File: src/rtl/pc_fetch_unit.sv
`default_nettype none
// ============================================================================
// Module      : pc_fetch_unit
// Description : Instruction fetch stage. Owns the architectural PC, issues
//               instruction-memory requests over a req/ready handshake and
//               presents fetched words to IF/ID through a valid/ready output
//               register backed by a one-entry skid buffer. Redirects flush
//               the output path and discard any in-flight fetch.
// Revision    : 1.0 - initial release
// ============================================================================
module pc_fetch_unit #(
    parameter logic [31:0] RESET_PC = 32'h0000_3000,
    parameter logic [31:0] NOP_INS  = 32'h0000_0000
) (
    input  logic        clock,
    input  logic        reset_n,
    input  logic        redirect,
    input  logic [31:0] next_addr,
    output logic        imem_req,
    output logic [31:0] imem_addr,
    input  logic        imem_ready,
    input  logic [31:0] imem_rdata,
    output logic        if_valid,
    input  logic        if_ready,
    output logic [31:0] if_ins,
    output logic [31:0] if_pc,
    output logic [31:0] if_pc_plus4,
    output logic        addr_err
);

    typedef enum logic [1:0] {
        ST_BOOT  = 2'd0,
        ST_FETCH = 2'd1,
        ST_HOLD  = 2'd2,
        ST_DROP  = 2'd3
    } state_t;

    state_t      state_q, state_d;
    logic [31:0] pc_q, pc_d;
    logic [31:0] pending_q, pending_d;
    logic        if_valid_q, if_valid_d;
    logic [31:0] if_ins_q, if_ins_d;
    logic [31:0] if_pc_q, if_pc_d;
    logic [31:0] if_pc_plus4_q, if_pc_plus4_d;
    logic [31:0] skid_ins_q, skid_ins_d;
    logic [31:0] skid_pc_q, skid_pc_d;
    logic        addr_err_q, addr_err_d;

    logic [31:0] w_target;
    logic        w_load_ok;

    // Redirect targets are forced to word alignment; misalignment is flagged.
    assign w_target  = {next_addr[31:2], 2'b00};
    // Output register may accept a new word when empty or being drained.
    assign w_load_ok = !if_valid_q || if_ready;

    // Next-state and datapath updates; redirect takes priority in every state.
    always_comb begin
        state_d       = state_q;
        pc_d          = pc_q;
        pending_d     = pending_q;
        if_valid_d    = if_valid_q;
        if_ins_d      = if_ins_q;
        if_pc_d       = if_pc_q;
        if_pc_plus4_d = if_pc_plus4_q;
        skid_ins_d    = skid_ins_q;
        skid_pc_d     = skid_pc_q;
        addr_err_d    = addr_err_q;

        if (redirect) begin
            if_valid_d = 1'b0;
            skid_ins_d = 32'd0;
            skid_pc_d  = 32'd0;
            if (next_addr[1:0] != 2'b00) begin
                addr_err_d = 1'b1;
            end
        end

        case (state_q)
            ST_BOOT: begin
                state_d = ST_FETCH;
                if (redirect) begin
                    pc_d = w_target;
                end
            end
            ST_FETCH: begin
                if (redirect) begin
                    if (imem_ready) begin
                        pc_d = w_target;
                    end else begin
                        pending_d = w_target;
                        state_d   = ST_DROP;
                    end
                end else if (imem_ready) begin
                    pc_d = pc_q + 32'd4;
                    if (w_load_ok) begin
                        if_valid_d    = 1'b1;
                        if_ins_d      = imem_rdata;
                        if_pc_d       = pc_q;
                        if_pc_plus4_d = pc_q + 32'd4;
                    end else begin
                        skid_ins_d = imem_rdata;
                        skid_pc_d  = pc_q;
                        state_d    = ST_HOLD;
                    end
                end else if (if_valid_q && if_ready) begin
                    if_valid_d = 1'b0;
                end
            end
            ST_HOLD: begin
                if (redirect) begin
                    pc_d    = w_target;
                    state_d = ST_FETCH;
                end else if (if_ready) begin
                    if_valid_d    = 1'b1;
                    if_ins_d      = skid_ins_q;
                    if_pc_d       = skid_pc_q;
                    if_pc_plus4_d = skid_pc_q + 32'd4;
                    state_d       = ST_FETCH;
                end
            end
            ST_DROP: begin
                if (redirect) begin
                    if (imem_ready) begin
                        pc_d    = w_target;
                        state_d = ST_FETCH;
                    end else begin
                        pending_d = w_target;
                    end
                end else if (imem_ready) begin
                    pc_d    = pending_q;
                    state_d = ST_FETCH;
                end
            end
            default: begin
                state_d = ST_BOOT;
            end
        endcase
    end

    // State and datapath registers with asynchronous active-low reset.
    always_ff @(posedge clock or negedge reset_n) begin
        if (!reset_n) begin
            state_q       <= ST_BOOT;
            pc_q          <= RESET_PC;
            pending_q     <= 32'd0;
            if_valid_q    <= 1'b0;
            if_ins_q      <= NOP_INS;
            if_pc_q       <= 32'd0;
            if_pc_plus4_q <= 32'd4;
            skid_ins_q    <= 32'd0;
            skid_pc_q     <= 32'd0;
            addr_err_q    <= 1'b0;
        end else begin
            state_q       <= state_d;
            pc_q          <= pc_d;
            pending_q     <= pending_d;
            if_valid_q    <= if_valid_d;
            if_ins_q      <= if_ins_d;
            if_pc_q       <= if_pc_d;
            if_pc_plus4_q <= if_pc_plus4_d;
            skid_ins_q    <= skid_ins_d;
            skid_pc_q     <= skid_pc_d;
            addr_err_q    <= addr_err_d;
        end
    end

    // Request is held (address stable) in FETCH and while draining in DROP.
    assign imem_req    = (state_q == ST_FETCH) || (state_q == ST_DROP);
    assign imem_addr   = pc_q;
    assign if_valid    = if_valid_q;
    assign if_ins      = if_valid_q ? if_ins_q : NOP_INS;
    assign if_pc       = if_pc_q;
    assign if_pc_plus4 = if_pc_plus4_q;
    assign addr_err    = addr_err_q;

endmodule
`default_nettype wire

File: config.mk
export PLATFORM = sky130hd
export DESIGN_NAME = pc_fetch_unit
export DESIGN_NICKNAME = d
export VERILOG_FILES = /design/src/rtl/pc_fetch_unit.sv
export SDC_FILE = /design/constraint.sdc
export NUM_CORES = 1
export LEC_CHECK = 0
export ABC_AREA = 1
export BUFFER_PORTS_ARGS = -buffer_cell sky130_fd_sc_hd__buf_2
export CAP_MARGIN = 20
export CORE_MARGIN = 8
export CORE_UTILIZATION = 55
export DETAILED_ROUTE_END_ITERATION = 16
export PLACE_DENSITY = 0.9
export REMOVE_ABC_BUFFERS = 1
export SETUP_SLACK_MARGIN = 0.1
export SLEW_MARGIN = 20
export SYNTH_ARGS = -nofsm -noshare
export SYNTH_HDL_FRONTEND = slang
export SYNTH_SLANG_ARGS = --single-unit
File: constraint.sdc
create_clock -name clock -period 3.65 [get_ports clock]
set_input_delay 0.1825 -clock clock [delete_from_list [all_inputs] [get_ports clock]]
set_output_delay 0.1825 -clock clock [all_outputs]
set_load 0.005 [all_outputs]
# Word level (Yosys, flattened, before mapping)
# Index checks and enable logic that the tools add are counted.
# word_totals
register_bits	226
inputBits	69
# op_classes
add_sub_neg	2
n_eq_ne	15
muxes	52
bitwise_logic	1
reduce_logical	14
# ops
op	count
2-to-1 mux 32 bit	32
case mux 32 bit (2 select lines)	3
case mux 32 bit (3 select lines)	1
adder 32 x 3 -> 32 bit, second input constant	2
!= test 3 bit, second input constant	5
2-to-1 mux 2 bit	7
!= test 2 bit, second input constant	6
case mux 2 bit (4 select lines)	1
2-to-1 mux 1 bit	7
AND reduction 3 bit	2
AND reduction 6 bit	1
AND reduction 5 bit	1
equality test 2 bit, second input constant	2
nonzero test 2 bit	2
OR reduction 2 bit	2
equality test 2 x 1 -> 1 bit, second input constant	1
logical NOT 2 bit	1
logical OR 1 bit	2
!= test 2 x 1 -> 1 bit, second input constant	1
case mux 1 bit (2 select lines)	1
AND reduction 2 bit	1
logical AND 1 bit	1
logical NOT 1 bit	1
NOT 1 bit	1

# Logic depth before layout (Yosys ltp)
# Gate-level depths: netlist of the first run.
# logic_depth
ltp_word	6
mapped_depth	12
ltp_nobuf	12

# Worst setup path after synthesis of the first run
# No wires, ideal clock.
# synth_path
path_kind	register -> register
from	register state_q[0]
to	register if_pc_q[2], in the netlist if_pc[2]
arrival_time_ps	1634
required_time_ps	3531
slack_ps	1898
stages_incl_launch_ff	12
period_less_slack_ps	1752
cell_sequence	dfrtp_1 > inv_1 > ha_1 > buf_2 > nand2_1 > o21ai_0 > nor2_1 > and2_1 > buf_2 > buf_2 > o211ai_1 > o21a_1
# synth_between
elab_chain_cells	3
elab_cells_between_ends	10
# synth_lines
element	line_no	text
start, declared	38	state_t state_q, state_d;
start signal, assigned	155	state_q <= state_d;
equality test 2 x 1 -> 1 bit / equality test 2 bit (equally long branches)	79	case (state_q)
!= test 2 bit (no line) / nonzero test 2 bit (equally long branches)	-	
AND reduction 6 bit (no line)	-	
end signal, assigned	160	if_pc_q <= if_pc_d;
end, declared	43	logic [31:0] if_pc_q, if_pc_d;
# Several ways; a longest one is shown, not always the timed one.
# A chain may end at the register's enable or synchronous reset.

# Worst setup path after layout of the first run
# layout_path
from	register state_q[0]
to	register if_ins_q[14]
# layout_between
elab_chain_cells	3
elab_cells_between_ends	10
# layout_lines
element	line_no	text
equality test 2 x 1 -> 1 bit / equality test 2 bit (equally long branches)	79	
!= test 2 bit (no line) / nonzero test 2 bit (equally long branches)	-	
AND reduction 6 bit (no line)	-	
end signal, assigned	159	if_ins_q <= if_ins_d;
end, declared	42	logic [31:0] if_ins_q, if_ins_d;
# Several ways; a longest one is shown, not always the timed one.

==> out/results.tsv, run 1 <==
metric	value	unit
outcome	finished clean	
ant_nets	0	
grt_pass1_wl	65900	um
slew_violations	0	
fillers	1866	
crit_cells	7	
ir_drop	0.447	mV
drt-total-wl	41200	um
synthAdderAreaFrac	0.00601	
wire_per_inst	18.3	um
synth-edff-count	0	
crit_path_max_incr_delay	850	ps
synth-simple-area-share	0.315	
worstSkewPairLatency	540	ps
fp.dieW	167	um
endpoint	if_ins_q[14]	
clockBufferDepth	3	
slew_headroom	0.268	
num_io_pins	200	
cts.reportedPaths.clkPinSlew	70	ps
crit_chain	inv_1 > ha_4 > buf_4 > inv_2 > buf_4 > nand2_1 > a31oi_1	
rows	55	
ff2ff_path_depth	7	
synth_compound_area_frac	0.137	
grt_overflow	0	
nets	2027	
hp-class	in -> reg	
r2r-start	state_q[0]	
tritoncts	done	
grt_setup_unrepaired	no	
final_util	0.672	
slowest_stage	inv_2	
yosysUniqueCellTypes	39	
crit_type	reg -> reg	
syn_inst	1741	
clockRootBuffer	clkbuf_16	
synth_top_family_by_area	simple AND/OR/NAND/NOR gates	
p_leak	7.22	nW
syn-cell-area	12500	sq um
ys_async_sr_fraction	1.00	
skew	28.4	ps
die-area	27800	sq um
synth-seq-area-share	0.449	
power_density	791	nW/um^2
fin_crit	2800	ps
finalPower	0.0119	W
final_cell_mix	nand2_1 (637), dfrtp_1 (221), buf_2 (198), nor2_1 (181), nand3_1 (133)	
grt_max_degree	128	
fp.dieH	167	um
cap_violations	0	
gp_congestion	0.982	
setup_tns	0	ps
start_kind	register	
dpl.hpwl	27500	um
vias_per_cell	5.78	
endpoint_kind	register	
worstMarginPinSlew	1100	ps
arrival	3220	ps
r2r_slack	850	ps
reg2reg_to	if_ins_q[14]	
h-tree-depth	1	
final_hold_viol_count	0	
fin_area	15100	sq um
synth_xor_area_frac	0.0112	
first_pass_iters	7	
ys_ff_latch	224	
fmax	357	MHz
vias	13000	
crit_top_cell	buf_4	
final_common_cell	nand2_1	
synthFlopType	dfrtp_1	
area_delta_synth_final	20.7	%
grt_util_all_layers	0.287	
critical_path.top_delay_family	buffers and inverters	
finalSetupViolCount	0	
core	22400	sq um
antenna_found_initial	0	
crit_path_start	state_q[0]	
path_max_fanout	53	
numCtsBuffers	24	
drc	0	
yosysWarnings	0	
syn_avg_cell_area	7.17	sq um
critPathBufInv	4	
grt_pass1_vias	12800	
fin_cells	2254	
post_cts_buffers	0	
place_area	13600	sq um
drt_iter0_markers	1514	
required	4070	ps
diodes	0	
dp_cells	2146	
initial_utilization	0.557	
drive_gt1_frac	0.148	
finalCritPeriodShare	0.768	
portBuffers	199	
cts_sinks	224	
synth.area.mux_share	0	
[area by class of cell]
cell class                      count  area [sq um]  area share
Sequential cell                   224          5610       0.372
Tap cell                          285           357      0.0236
Inverter                          141           532      0.0353
Multi-Input combinational cell   1277          5880       0.390
Clock buffer                       32           692      0.0459
Clock inverter                     11           180      0.0119
Timing Repair Buffer              284          1830       0.121
[Yosys cell counts, drive strengths merged, types with 18 or more instances]
cell type | number | area, sq um
a21oi | 24 | 124
a2bb2oi | 18 | 158
a31oi | 69 | 432
buf | 58 | 333
clkbuf | 41 | 155
dfrtp | 221 | 5530
inv | 141 | 532
nand2 | 641 | 2420
nand3 | 134 | 676
nor2 | 187 | 724
o21ai | 99 | 503
[routing by layer]
layer  vias to the layer above  part of all wire  track usage
li1                       6060                 -            -
met1                      6101              0.40        0.366
met2                       751              0.47        0.471
met3                       117             0.097       0.0577
met4                         0             0.038        0.124
met5                         -                 0            0
[where the power goes]
part	total, W	switching [W]	internal, W
Combinational	0.00500	0.00320	0.00179
Clock	0.00271	0.00103	0.00168
Sequential	0.00423	0.000827	0.00340
[stage by stage]
step / worst slack [ps] / hold WS (ps)
final: 848 / 21.1
after global routing: 729 / 46.4
after CTS: 938 / 14.3
after detailed placement: 964 / 352
after global placement: 1050 / 334
after floorplan: -2830 / -113
[state kept, by name, indices dropped and copies added (netlist names)]
name	cells
addr_err	1
if_ins_q	32
if_pc	32
if_pc_plus4	30
if_valid	1
imem_addr	32
pending_q	30
skid_ins_q	32
skid_pc_q	32
state_q	2
[tightest hold or removal path, cell delays in order]
cell	delay [ps]
buf_2	110
o211ai_1	80
a31oi_1	130
[repair_timing]
item                                   in CTS  in global routing
hold buffers                               65                  0
endpoints found under the hold margin     206                  0
gates resized for setup                     0                  0
[worst min-delay path by stage]
stage / start / end / slack (ps) / cells after the start
after global routing: if_ready / if_valid / 50 / 3
after global placement: reset_n / if_pc_plus4[6] / 330 / 1
final: if_ready / if_valid / 20 / 3
after detailed placement: reset_n / if_pc_plus4[6] / 350 / 1
after CTS: if_ready / if_valid / 10 / 3
after floorplan: reset_n / addr_err / -110 / 0
[logic make-up (layout without fill, tap and decap cells)]
| logic type | count (synthesis) | count (layout) |
|---|---|---|
| AOI/OAI and AO/OA | 274 | 274 |
| xor gates and xnor gates | 16 | 16 |
| adders and majority gates | 6 | 6 |
| buffers and inverters | 240 | 468 |
| DFF | 224 | 224 |
| and+or+nand+nor | 981 | 981 |
Note: power is estimated with default switching activity, not from simulation.
==> inputs of run 2 (changes only) <==
--- a/config.mk
+++ b/config.mk
@@ -9,9 +9,9 @@
 export BUFFER_PORTS_ARGS = -buffer_cell sky130_fd_sc_hd__buf_2
 export CAP_MARGIN = 20
 export CORE_MARGIN = 8
-export CORE_UTILIZATION = 55
+export CORE_UTILIZATION = 52
 export DETAILED_ROUTE_END_ITERATION = 16
-export PLACE_DENSITY = 0.9
+export PLACE_DENSITY = 0.89
 export REMOVE_ABC_BUFFERS = 1
 export SETUP_SLACK_MARGIN = 0.1
 export SLEW_MARGIN = 20
==> constraint.sdc (replaced) <==
create_clock -name clock -period 2.4 [get_ports clock]
set_input_delay 0.12 -clock clock [delete_from_list [all_inputs] [get_ports clock]]
set_output_delay 0.12 -clock clock [all_outputs]
set_load 0.005 [all_outputs]
==> run 2 against run 1 <==
Compared with the run above:
- die area increased by 5.2%
- count of clock-buffer cells in the layout grew 3
- fmax is 33% higher
- critical path depth is 3 higher
- critical path type unchanged
==> out/results.tsv, run 2 (same netlist as run 1, synthesis figures left out) <==
metric	value	unit
setup_tns	0	ps
grt_max_degree	88	
finalSetupViolCount	0	
use_met1	0.359	
vias_per_cell	5.66	
rows	56	
tritoncts	done	
drt_iter0_markers	1565	
ir_drop	0.799	mV
final_cell_mix	nand2_1 (637), dfrtp_1 (221), buf_2 (198), nor2_1 (181), nand3_1 (133)	
diodes	0	
area_delta_synth_final	21.8	%
antenna_found_initial	0	
h-tree-depth	1	
drc	0	
top_usage_layer	met2	
skew	22.2	ps
worstMarginPinSlew	672	ps
final_common_cell	nand2_1	
hold_ws	41.5	ps
crit_path_max_incr_delay	440	ps
crit_type	reg -> reg	
worstSkewPairLatency	530	ps
cts_sinks	224	
core	23500	sq um
grt_overflow	0	
drive_gt1_frac	0.152	
wire_per_inst	18.0	um
power_density	1170	nW/um^2
p_leak	7.25	nW
slew_headroom	0.552	
critical_path.top_delay_family	buffers and inverters	
fmax	474	MHz
fin_area	15200	sq um
critPathBufInv	3	
finalCritPeriodShare	0.878	
grt_pass1_vias	12600	
clockBufferDepth	3	
hp-class	in -> reg	
cts.reportedPaths.clkPinSlew	60	ps
place_area	13800	sq um
fp.dieW	171	um
nets	2044	
path_max_fanout	24	
grt_util_all_layers	0.277	
gp_congestion	1.00	
arrival	2540	ps
outcome	finished clean	
numCtsBuffers	25	
required	2830	ps
drt-total-wl	41500	um
slew_violations	0	
use_met3	0.0500	
slowest_stage	dfrtp_1	
start_kind	register	
first_pass_iters	8	
final_hold_viol_count	0	
fp.dieH	171	um
dpl.hpwl	28500	um
endpoint_kind	register	
clockRootBuffer	clkbuf_16	
use_met2	0.452	
fin_crit	2110	ps
grt_pass1_wl	65700	um
num_io_pins	200	
fin_cells	2303	
grt_setup_unrepaired	no	
crit_chain	inv_1 > ha_1 > inv_2 > nand2_2 > nand3_2 > inv_4 > nand2_1 > nand4_1 > nor2_1 > a21boi_1	
ant_nets	0	
cap_violations	0	
dp_cells	2195	
vias	13000	
initial_utilization	0.531	
portBuffers	199	
die-area	29200	sq um
run 2: changes by cell type in the layout (fill, tap and decap cells not counted):
cell,change
buf_12,+6
buf_4,+9
bufinv_16,-4
clkbuf_1,+4
clkbuf_8,-1
clkinv_2,-3
clkinvlp_4,+3
dlygate4sd3_1,+1
inv_2,-1
inv_4,+1
run 2: timing repair:
| item | in CTS | in global routing |
|---|---|---|
| endpoints found under the setup margin | 0 | 2 |
| hold endpoints to repair | 193 | 0 |
| hold buffers | 66 | 0 |
| gates resized for setup | 0 | 2 |
| buffers inserted | 0 | 0 |
run 2: path summary, 6_finish.rpt:
path	startpoint	end	slack, ps	cells after the start
hold / removal	imem_ready	if_valid	40	3
hold reg to reg	pending_q[29]	pending_q[29]	470	2
setup reg to reg	state_q[1]	imem_addr[28]	290	10
min in group asynchronous	reset_n	skid_ins_q[6]	210	2
setup / recovery	state_q[1]	imem_addr[28]	290	10
max in group asynchronous	reset_n	imem_addr[12]	1370	3
run 2: final cells by class:
type | count | area, sq um
inverter | 141 | 534
clock buffer | 35 | 693
multi-input combinational | 1277 | 5880
fill | 1980 | 8330
sequential | 224 | 5610
tap | 319 | 399
clock inverter | 7 | 67.6
timing repair buffer | 300 | 2030
run 2: per-layer routing:
metal / routed length (um) / share of wire
met5: 0 / 0
met4: 1760 / 0.042
met3: 4410 / 0.11
met2: 18900 / 0.45
met1: 16400 / 0.40
run 2: tightest hold or removal path, cell delays in order:
cell and delay [ps]:
buf_2 160, o21ai_0 170, a31oi_1 80
run 2: report_power, final:
part           switching, W  internal, W  total, W
logic               0.00489      0.00288   0.00777
registers           0.00123      0.00517   0.00640
clock network       0.00154      0.00211   0.00365
total               0.00766       0.0102    0.0178
run 2: stage by stage:
step           utilization  total power (W)  setup slack [ps]
6_report             0.646           0.0178               292
5_1_grt              0.646           0.0190               192
4_1_cts              0.646           0.0177               211
3_5_place_dp         0.586           0.0140               261
3_3_place_gp         0.586           0.0137               391
2_1_floorplan            -           0.0106             -4080
==> inputs of run 3 (changes only) <==
--- a/config.mk
+++ b/config.mk
@@ -10,6 +10,7 @@
 export CAP_MARGIN = 20
 export CORE_MARGIN = 8
 export CORE_UTILIZATION = 52
+export CTS_BUF_LIST = sky130_fd_sc_hd__clkbuf_4 sky130_fd_sc_hd__clkbuf_8 sky130_fd_sc_hd__clkbuf_16
 export DETAILED_ROUTE_END_ITERATION = 16
 export PLACE_DENSITY = 0.89
 export REMOVE_ABC_BUFFERS = 1
==> run 3 against run 2 <==
Compared with the run above:
- fmax fell by 0.62%
- die area did not move
- sequential share of layout area fell by 0.064 points
- critical path depth stayed put
- clock power increased by 2%
- first-iteration DRC count up 4.9%
- wire length hardly changed
- flip-flop and latch count stayed put
- utilization up 0.11 points
- sequential power is essentially flat
- setup slack lost 13 ps
- via count rose by 0.34%
- largest power group unchanged
==> out/results.tsv, run 3 (same netlist as run 1, synthesis figures left out) <==
metric	value	unit
outcome	finished clean	
min_from	imem_ready	
fp.dieH	171	um
path_max_fanout	40	
h-tree-depth	1	
use_met2	0.451	
gp_congestion	1.00	
slew_violations	0	
hold_depth	3	
hp-class	in -> reg	
ant_nets	0	
critPathBufInv	4	
power_density	1170	nW/um^2
endpoint_kind	register	
grt_util_all_layers	0.277	
portBuffers	199	
die-area	29200	sq um
grt_pass1_vias	12600	
crit_path_max_incr_delay	440	ps
grt_overflow	0	
required	2780	ps
p_leak	7.28	nW
clockRootBuffer	clkbuf_16	
wire_per_inst	18.0	um
start_kind	register	
cts.reportedPaths.clkPinSlew	60	ps
crit_type	reg -> reg	
ff2ff_path_depth	10	
grt_pass1_wl	65600	um
drc	0	
r2r-start	state_q[1]	
fillers	1980	
use_met1	0.357	
drt-total-wl	41500	um
slowest_stage	dfrtp_1	
place_ws	261	ps
finalSetupViolCount	0	
arrival	2500	ps
crit_path_start	state_q[1]	
fmax	471	MHz
ir_drop	0.801	mV
vias_per_cell	5.68	
holdPathEnd	if_valid	
grt_setup_unrepaired	no	
core	23500	sq um
diodes	0	
top_usage_layer	met2	
setup_ws	279	ps
num_io_pins	200	
first_pass_iters	6	
critical_path.top_delay_family	buffers and inverters	
final_cell_mix	nand2_1 (637), dfrtp_1 (221), buf_2 (198), nor2_1 (181), nand3_1 (133)	
numCtsBuffers	25	
crit_chain	inv_1 > ha_1 > inv_2 > nand2_2 > nand2_1 > nor2_2 > inv_2 > buf_4 > nand2_1 > o21ai_0	
initial_utilization	0.531	
slew_headroom	0.540	
dpl.hpwl	28500	um
worstMarginPinSlew	690	ps
reg2reg_to	pending_q[3]	
use_met3	0.0528	
antenna_found_initial	0	
clockBufferDepth	3	
area_delta_synth_final	22.0	%
worstSkewPairLatency	530	ps
drive_gt1_frac	0.156	
nets	2044	
r2r_slack	280	ps
cts_sinks	224	
skew	22.7	ps
drt_iter0_markers	1641	
vias	13100	
final_common_cell	nand2_1	
tritoncts	done	
rows	56	
hold_ws	41.7	ps
fp.dieW	171	um
final_hold_viol_count	0	
grt_max_degree	88	
cap_violations	0	
fin_crit	2120	ps
finalCritPeriodShare	0.884	
## run 3: cell counts in the layout (fill, tap and decap cells not counted)
No cell type changed its count.
## run 3: how the worst max path moves through the flow
stage | slack (ps) | cells past startpoint | endpoint
final | 280 | 10 | pending_q[3]
after global routing | 190 | 10 | pending_q[14]
after CTS | 220 | 10 | imem_addr[28]
after detailed placement | 260 | 10 | imem_addr[18]
after global placement | 390 | 10 | imem_addr[31]
after floorplan | -4080 | 8 | if_pc_plus4[15]
## run 3: layer usage
metal,vias to the layer above,routed length (um)
met5,-,0
met4,0,1700
met3,125,4390
met2,795,19000
met1,6046,16500
li1,6105,-
## run 3: final cells by class
class | count | area, sq um | share of cell area
Multi-Input combinational cell | 1277 | 5880 | 0.386
Inverter | 141 | 534 | 0.0351
Timing Repair Buffer | 300 | 2030 | 0.133
Clock inverter | 7 | 67.6 | 0.00443
Tap cell | 319 | 399 | 0.0262
Clock buffer | 35 | 719 | 0.0472
Sequential cell | 224 | 5610 | 0.368
## run 3: worst min-delay path: cells and delay by family
family / cells / cell delay (ps)
buffers and inverters: 1 / 160
AOI/OAI and AO/OA: 2 / 250
## run 3: power breakdown
part           total, W  internal (W)  switching [W]
logic           0.00776       0.00288        0.00488
clock network   0.00373       0.00219        0.00154
registers       0.00640       0.00517        0.00123
## run 3: what timing repair did
item                       CTS  global route
setup buffers                0             0
hold endpoints to repair   193             0
hold buffers                66             0
resized for setup            0             2
setup endpoints to repair    0             2
## run 3: metrics by stage
stage                     instances  power (W)  setup TNS [ps]  utilization  cell area, sq um
after CTS                      2303     0.0178               0        0.647             15200
after global placement         2195     0.0137               0        0.586             13800
after floorplan                1642     0.0106         -375290            -             12000
after detailed placement       2195     0.0140               0        0.586             13800
after global routing           2303     0.0191               0        0.647             15200
final                          2303     0.0179               0        0.647             15200
